--- config.mk ---
export PLATFORM = sky130hd
export DESIGN_NAME = lfsr_word_cipher_flat
export DESIGN_NICKNAME = d
export VERILOG_FILES = /design/src/rtl/lfsr_word_cipher_if.sv /design/src/rtl/lfsr_word_cipher.sv /design/src/flat_wrapper.sv
export SDC_FILE = /design/constraint.sdc
export NUM_CORES = 1
export LEC_CHECK = 0
export ABC_AREA = 1
export BUFFER_PORTS_ARGS = -buffer_cell sky130_fd_sc_hd__buf_2
export CAP_MARGIN = 10
export CORE_ASPECT_RATIO = 0.7
export CORE_MARGIN = 2
export CORE_UTILIZATION = 53
export CTS_CLUSTER_DIAMETER = 100
export CTS_CLUSTER_SIZE = 14
export DETAILED_ROUTE_END_ITERATION = 7
export PLACE_DENSITY = 0.78
export SYNTH_ARGS = -nofsm -noshare
export SYNTH_HDL_FRONTEND = slang
export SYNTH_SLANG_ARGS = --single-unit
--- constraint.sdc ---
create_clock -name clk -period 1.9 [get_ports clk]
set_input_delay 0.19 -clock clk [delete_from_list [all_inputs] [get_ports clk]]
set_output_delay 0.19 -clock clk [all_outputs]
set_load 0.01 [all_outputs]
--- src/rtl/lfsr_word_cipher_if.sv ---
// Valid/ready word stream pair between the byte source, the cipher and the transport.
// master drives words in and accepts results; slave is the cipher side.
interface lfsr_word_cipher_if #(
  parameter int DATA_W = 8
);
  logic              in_valid;
  logic              in_ready;
  logic [DATA_W-1:0] in_data;
  logic              out_valid;
  logic              out_ready;
  logic [DATA_W-1:0] out_data;

  modport master (
    output in_valid, in_data, out_ready,
    input  in_ready, out_valid, out_data
  );

  modport slave (
    input  in_valid, in_data, out_ready,
    output in_ready, out_valid, out_data
  );
endinterface

--- src/rtl/lfsr_word_cipher.sv ---
// Word stream cipher: XORs each DATA_W-bit word with DATA_W consecutive bits of a Fibonacci LFSR.
// Optional macro LFSR_ZERO_SEED_GUARD_EN replaces a zero seed with RESET_SEED and flags seed_err.
module lfsr_word_cipher #(
  parameter int                WIDTH      = 8,
  parameter logic [WIDTH-1:0]  TAPS       = 8'h71,
  parameter int                DATA_W     = 8,
  parameter logic [WIDTH-1:0]  RESET_SEED = 8'h01
) (
  input  logic               clk,
  input  logic               rst,
  input  logic               i_seed_load,
  input  logic [WIDTH-1:0]   i_seed,
  lfsr_word_cipher_if.slave  bus,
  output logic               o_ks_bit,
  output logic [WIDTH-1:0]   o_lfsr_state,
  output logic               o_seed_err
);

  localparam int              KW     = (DATA_W > 1) ? $clog2(DATA_W) : 1;
  localparam logic [KW-1:0]   K_LAST = KW'(DATA_W - 1);

  typedef enum logic [1:0] {
    S_IDLE = 2'd0,
    S_RUN  = 2'd1,
    S_HOLD = 2'd2
  } state_t;

  state_t             r_fsm;
  state_t             w_fsm_next;
  logic [WIDTH-1:0]   r_lfsr;
  logic [DATA_W-1:0]  r_in_data;
  logic [DATA_W-1:0]  r_ks_word;
  logic [DATA_W-1:0]  r_out_data;
  logic [KW-1:0]      r_k;
  logic               w_in_ready;
  logic               w_fb;
  logic [WIDTH-1:0]   w_lfsr_step;
  logic [WIDTH-1:0]   w_seed_val;
  logic [DATA_W-1:0]  w_ks_upd;

  assign w_fb        = ^(r_lfsr & TAPS);
  assign w_lfsr_step = {w_fb, r_lfsr[WIDTH-1:1]};

  // Keystream word with the current bit already inserted at position k, so the
  // final RUN cycle can XOR the complete word without an extra cycle.
  genvar gi;
  generate
    for (gi = 0; gi < DATA_W; gi++) begin : g_ks
      assign w_ks_upd[gi] = (r_k == KW'(gi)) ? r_lfsr[WIDTH-1] : r_ks_word[gi];
    end
  endgenerate

`ifdef LFSR_ZERO_SEED_GUARD_EN
  logic r_seed_err;

  assign w_seed_val = (i_seed == '0) ? RESET_SEED : i_seed;
  assign o_seed_err = r_seed_err;

  always_ff @(posedge clk) begin
    if (rst) begin
      r_seed_err <= 1'b0;
    end else if (r_fsm == S_IDLE && i_seed_load && i_seed == '0) begin
      r_seed_err <= 1'b1;
    end
  end
`else
  assign w_seed_val = i_seed;
  assign o_seed_err = 1'b0;
`endif

  always_ff @(posedge clk) begin
    if (rst) begin
      r_fsm <= S_IDLE;
    end else begin
      r_fsm <= w_fsm_next;
    end
  end

  always_comb begin
    w_fsm_next = r_fsm;
    w_in_ready = 1'b0;
    case (r_fsm)
      S_IDLE: begin
        w_in_ready = !i_seed_load;
        if (!i_seed_load && bus.in_valid) begin
          w_fsm_next = S_RUN;
        end
      end
      S_RUN: begin
        if (r_k == K_LAST) begin
          w_fsm_next = S_HOLD;
        end
      end
      S_HOLD: begin
        if (bus.out_ready) begin
          w_fsm_next = S_IDLE;
        end
      end
      default: w_fsm_next = S_IDLE;
    endcase
  end

  always_ff @(posedge clk) begin
    if (rst) begin
      r_lfsr     <= RESET_SEED;
      r_k        <= '0;
      r_in_data  <= '0;
      r_ks_word  <= '0;
      r_out_data <= '0;
    end else begin
      case (r_fsm)
        S_IDLE: begin
          if (i_seed_load) begin
            r_lfsr <= w_seed_val;
          end else if (bus.in_valid) begin
            r_in_data <= bus.in_data;
            r_k       <= '0;
          end
        end
        S_RUN: begin
          r_ks_word <= w_ks_upd;
          r_lfsr    <= w_lfsr_step;
          r_k       <= r_k + KW'(1);
          if (r_k == K_LAST) begin
            r_out_data <= r_in_data ^ w_ks_upd;
          end
        end
        default: ;
      endcase
    end
  end

  assign bus.in_ready  = w_in_ready;
  assign bus.out_valid = (r_fsm == S_HOLD);
  assign bus.out_data  = r_out_data;
  assign o_ks_bit      = r_lfsr[WIDTH-1];
  assign o_lfsr_state  = r_lfsr;

endmodule

--- src/flat_wrapper.sv ---
// flat-port wrapper written by rule: the top's interface ports become plain ports
module lfsr_word_cipher_flat 
#(
  parameter int                WIDTH      = 8,
  parameter logic [WIDTH-1:0]  TAPS       = 8'h71,
  parameter int                DATA_W     = 8,
  parameter logic [WIDTH-1:0]  RESET_SEED = 8'h01
)
  (clk, rst, i_seed_load, i_seed, o_ks_bit, o_lfsr_state, o_seed_err, bus_in_valid, bus_in_data, bus_out_ready, bus_in_ready, bus_out_valid, bus_out_data);
  lfsr_word_cipher_if #(.DATA_W(DATA_W)) bus_i ();
  input  logic clk;
  input  logic rst;
  input  logic i_seed_load;
  input  logic [WIDTH-1:0] i_seed;
  output logic o_ks_bit;
  output logic [WIDTH-1:0] o_lfsr_state;
  output logic o_seed_err;
  input wire logic [$bits(bus_i.in_valid)-1:0] bus_in_valid;
  input wire logic [$bits(bus_i.in_data)-1:0] bus_in_data;
  input wire logic [$bits(bus_i.out_ready)-1:0] bus_out_ready;
  output wire logic [$bits(bus_i.in_ready)-1:0] bus_in_ready;
  output wire logic [$bits(bus_i.out_valid)-1:0] bus_out_valid;
  output wire logic [$bits(bus_i.out_data)-1:0] bus_out_data;
  assign bus_i.in_valid = bus_in_valid;
  assign bus_i.in_data = bus_in_data;
  assign bus_i.out_ready = bus_out_ready;
  assign bus_in_ready = bus_i.in_ready;
  assign bus_out_valid = bus_i.out_valid;
  assign bus_out_data = bus_i.out_data;
  lfsr_word_cipher #(.WIDTH(WIDTH), .TAPS(TAPS), .DATA_W(DATA_W), .RESET_SEED(RESET_SEED)) u_core (.clk(clk), .rst(rst), .i_seed_load(i_seed_load), .i_seed(i_seed), .bus(bus_i), .o_ks_bit(o_ks_bit), .o_lfsr_state(o_lfsr_state), .o_seed_err(o_seed_err));
endmodule
Word-level counts from Yosys, hierarchy flattened --
Index checks and enable logic that the tools add are counted.
Word-level totals: register bits 37, memories 0, output and inout port bits 20, latch bits 0, input port bits 21, RAM bits 0, memory bits (read-only) 0
Cells by class: shifts and indexed selects 0, div/mod/pow operators 0, add/sub/neg operators 1, $mul 0, magnitude comparators 0, bitwise gates (word level) 2, equality and inequality tests 15, reduce and logical (&&, ||, !) cells 11, muxes and demuxes 18
Operator list (number):
- case mux 8 bit (2 select lines) | 1
- equality test 3 bit, second input constant | 4
- 2-to-1 mux 1 bit | 9
- AND reduction 3 bit | 3
- 2-to-1 mux 8 bit | 1
- inequality test 2 bit, second input constant | 4
- parity 8 bit | 1
- XOR 8 bit | 1
- equality test 3 x 2 -> 1 bit, second input constant | 2
- 2-to-1 mux 2 bit | 3
- 2-to-1 mux 3 bit | 2
- case mux 2 bit (3 select lines) | 1
- case mux 3 bit (2 select lines) | 1
- inequality test 2 x 1 -> 1 bit, second input constant | 2
- AND reduction 2 bit | 2
- adder 3 x 1 -> 3 bit, second input constant | 1
- equality test 3 x 1 -> 1 bit, second input constant | 1
- zero test 3 bit | 1
- equality test 2 x 1 -> 1 bit, second input constant | 1
- equality test 2 bit, second input constant | 1
- zero test 2 bit | 1
- nonzero test 2 bit | 1
- logical AND 1 bit | 1
- zero test 1 bit | 1
- NOT 1 bit | 1

Depth between registers and ports, before layout --
word-level depth 4, mapped depth 10, gate-level depth less buffers 10

Worst setup path after synthesis --
OpenSTA, ideal clock, no wires.
path kind reg-to-reg, from register u_core.r_k[0], to register u_core.r_out_data[0], in the netlist u_core.bus.out_data[0], clock period less this slack 1.361 ns, library setup time 0.109 ns, path buffers 1, arrival time 1.252 ns, slack 0.539 ns, cell stages (with the launch flop) 9, required time 1.791 ns, cells stage by stage dfxtp_1 > ha_1 > ha_1 > nand2_4 > inv_4 > buf_6 > o21a_1 > nand2_1 > inv_1
On the way: longest elaborated chain between the ends 3, elaborated cells on any way between the ends 5, classes of those cells eq/ne: 1; mux: 1; bitwise: 1; reduce/logical: 2
Ends and longest elaborated chain:
- start, declared | RTL line lfsr_word_cipher.sv:34 | logic [KW-1:0] r_k;
- start signal, assigned | RTL line lfsr_word_cipher.sv:123 | r_k <= r_k + KW'(1);
- zero test 3 bit | RTL line lfsr_word_cipher.sv:49 | assign w_ks_upd[gi] = (r_k == KW'(gi)) ? r_lfsr[WIDTH-1] : r_ks_word[gi];
- 2-to-1 mux 1 bit | RTL line lfsr_word_cipher.sv:49
- XOR 8 bit | RTL line lfsr_word_cipher.sv:125 | r_out_data <= r_in_data ^ w_ks_upd;
- end signal, assigned | RTL line lfsr_word_cipher.sv:125
- end, declared | RTL line lfsr_word_cipher.sv:33 | logic [DATA_W-1:0] r_out_data;
Several ways; a longest one is shown, not always the timed one. A chain may end at the register's enable or synchronous reset.

Worst setup path after layout --
from register u_core.r_k[0], to register u_core.r_out_data[7], in the netlist u_core.bus.out_data[7]
On the way: longest elaborated chain between the ends 3, elaborated cells on any way between the ends 4, classes of those cells eq/ne: 1; mux: 1; bitwise: 1; reduce/logical: 1
Ends and longest elaborated chain (RTL line):
- equality test 3 bit * | lfsr_word_cipher.sv:49, lfsr_word_cipher.sv:124
- 2-to-1 mux 1 bit | lfsr_word_cipher.sv:49
- XOR 8 bit | lfsr_word_cipher.sv:125
Every way passes the cells marked *; elsewhere a longest branch is shown, timed or not.

==> impl_results.md <==
* Status: completed
* Post-DP HPWL at between 2000 and 3000 um
* Most common cell in the netlist: nand2_1
* DIE HEIGHT at 53.2 um
* Mapped Cells at 263
* DRT iter0 DRCs at 90
* CP Launch Type: flop
* Total GRT Usage at 0.207
* Largest net degree at the start of global routing at 29
* Routed Antenna Nets at 0
* Peak Freq at just under 700 MHz
* Layout Cells excl Fill at around 350
* CP Max Fanout at 4
* Critical path data arrival time at 1.65 ns
* Nets at 327
* Syn Area/Cell at 6.96 um2
* CP Data Required Time at 2.07 ns
* Final period util at 0.775
* P_leak at 1.06 nW
* Post-Synthesis Cell Area at approximately 0.0018 mm2
* CORE AREA at 0.00323 mm2
* Ys async rst share at 0
* Synthesis-stage register bit count at 37
* Syn nets at 290
* Power per Cell Area at 754 mW/mm2
* Placed cell areas at 0.00203 mm2
* # DRC at 0
* CP Class: flop to flop
* Largest area contributor in the netlist: dfxtp_1
* Slew Limit Fails at 0
* Final Hold Fails at 0
* First-pass GRT wire length at 6070 um
* Period minus WS final at 1.47 ns
* Most frequent cells after synthesis: nand2_1, o21ai_0, inv_1
* Post-route core utilization at 0.653
* Longest Clk Path Bufs at 2
* Vias per cell at 4.68
* Min-Delay Path Class: input pin to flop
* Inst Count DP at 340
* Post-CTS Setup Repair Bufs at 0
* Comb pwr share at 0.149
* RSZ-0062 raised after global routing: false
* Power share of the sequential group at 0.534
* Internal power at 1.17 mW
* Via count at 1,628
* Number of global-route vias before repair at 1,436
* WL/cell at 10.1 um
* Routability-driven placement congestion ratio at around 0.75
* Ys flop type: dfxtp_1
* Setup_tns at 0 ns
* CTS hold repair buffers at 0
* Sequential fraction of the synthesis area at 0.405
* Element type at the critical path end: flop
* Total die area at between 0.003 and 0.004 mm2
* Sink Count at 37
* Clk_skew at 0.00354 ns
* Clock power share at 0.318
* Io pins at 41
* PostCTS Resize Cnt at 0
* TritonCTS clock tree: built
* Initial core utilization at 0.566
* CTS buffer count at 5
* Synth Warn # at 0
* Net Sw Frac at 0.265
* Antenna violations before repair at 0
* Clock slew at reported path FFs at 0.06 ns
* Number of core rows at 17
* Worst vdd ir at 519 uV
* Synth-to-layout area growth at 15.3%
* Yosys cell types at 21
* Psw at ~420 uW
* Max capacitance violation total at 0
* H-tree levels at 2
* Synth top area share at 0.405
* Ant diodes at 0
* Port Buffer Count at 39
* 1st-pass router iterations at 4
* Post-synth EDFFs at 0
* Die Wd at 74.2 um
* Clock Root Buffer: clkbuf_8
* Synth top area cells: dfxtp_1, nand2_1, o21ai_0, inv_1, a21oi_1
* Final instance area at 0.00211 mm2
* Total grt overflow at 0
* Final setup vio count at 0
* Share of cells above drive strength 1 at 0.169
* Worst skew pair latency at 0.28 ns
* Final WL at 3530 um
worst paths after layout:
check | startpoint | endpoint | slack [ns] | depth (start not counted)
worst min-delay path | bus_in_data[7] | u_core.r_in_data[7]$_SDFFE_PP0P_ | 0.16 | 3
worst max register to register | u_core.r_k[0]$_SDFFE_PP0P_ | u_core.bus.out_data[7]$_SDFFE_PP0P_ | 0.43 | 7
worst min register to register | u_core.r_ks_word[7]$_SDFFE_PP0N_ | u_core.r_ks_word[7]$_SDFFE_PP0N_ | 0.45 | 2
worst max-delay path | u_core.r_k[0]$_SDFFE_PP0P_ | u_core.bus.out_data[7]$_SDFFE_PP0P_ | 0.43 | 7
flip-flops by register name (all words and copies together) (netlist names):
| register | cells |
|---|---|
| u_core.r_in_data | 8 |
| u_core.r_ks_word | 8 |
| u_core.bus.out_data | 8 |
| u_core.o_lfsr_state | 8 |
| u_core.r_k | 3 |
| u_core.r_fsm | 2 |
power by group through the flow:
stage / logic (mW) / registers, mW / clock network, mW
after floorplan: 0.165 / 0.869 / 0
after global placement: 0.233 / 0.865 / 0
after detailed placement: 0.237 / 0.866 / 0
after CTS: 0.239 / 0.849 / 0.524
after global routing: 0.276 / 0.854 / 0.557
final: 0.236 / 0.849 / 0.506
layer usage:
metal	share of wire	GRT usage	vias up
met3	0.037	0.0514	8
met5	0	0	-
li1	-	-	905
met1	0.53	0.276	687
met4	0.014	0.0804	0
met2	0.42	0.321	28
area by class of cell:
type / count / area [um2]
Tap cell: 47 / 58.8
Multi-Input combinational cell: 173 / 858
Inverter: 42 / 163
Fill cell: 305 / 1120
Timing Repair Buffer: 41 / 210
Clock buffer: 8 / 80.1
Sequential cell: 37 / 741
kinds of logic (layout without fill, tap and decap cells):
group / count (synthesis) / in the layout / share of synthesized area
flip-flops: 37 / 37 / 0.405
buffers and inverters: 53 / 91 / 0.126
AO/OA/AOI/OAI: 76 / 76 / 0.224
AND/OR/NAND/NOR: 89 / 89 / 0.197
other: 1 / 1 / 0.00205
adder cells (fa/ha/maj): 6 / 6 / 0.0410
XOR/XNOR: 1 / 1 / 0.00479
per-stage QoR:
step	setup WS (ns)	hold WS [ns]	power [mW]
2_1_floorplan	0.539	0.353	1.03
6_report	0.427	0.162	1.59
3_3_place_gp	0.500	0.439	1.10
3_5_place_dp	0.454	0.448	1.10
5_1_grt	0.269	0.188	1.69
4_1_cts	0.440	0.159	1.61
placed cells by master (no fill, tap or decap), types with 3 or more instances in the layout:
master	synthesis	final
nand2_1	58	58
o21ai_0	40	40
inv_1	39	39
buf_2	4	39
dfxtp_1	37	37
a21oi_1	22	22
nor2_1	21	21
o21a_1	8	8
nand3_1	7	7
ha_1	6	6
clkbuf_8	0	5
o211ai_1	4	4
clkbuf_1	2	3
critical path, cell delays in order, from the launching register on:
cell and delay [ns]:
dfxtp_1 0.33, ha_1 0.23, ha_1 0.26, nand2_1 0.08, o21ai_0 0.09, xor2_1 0.15, o21ai_0 0.17, inv_1 0.06
(Power assumes the default switching activity.)
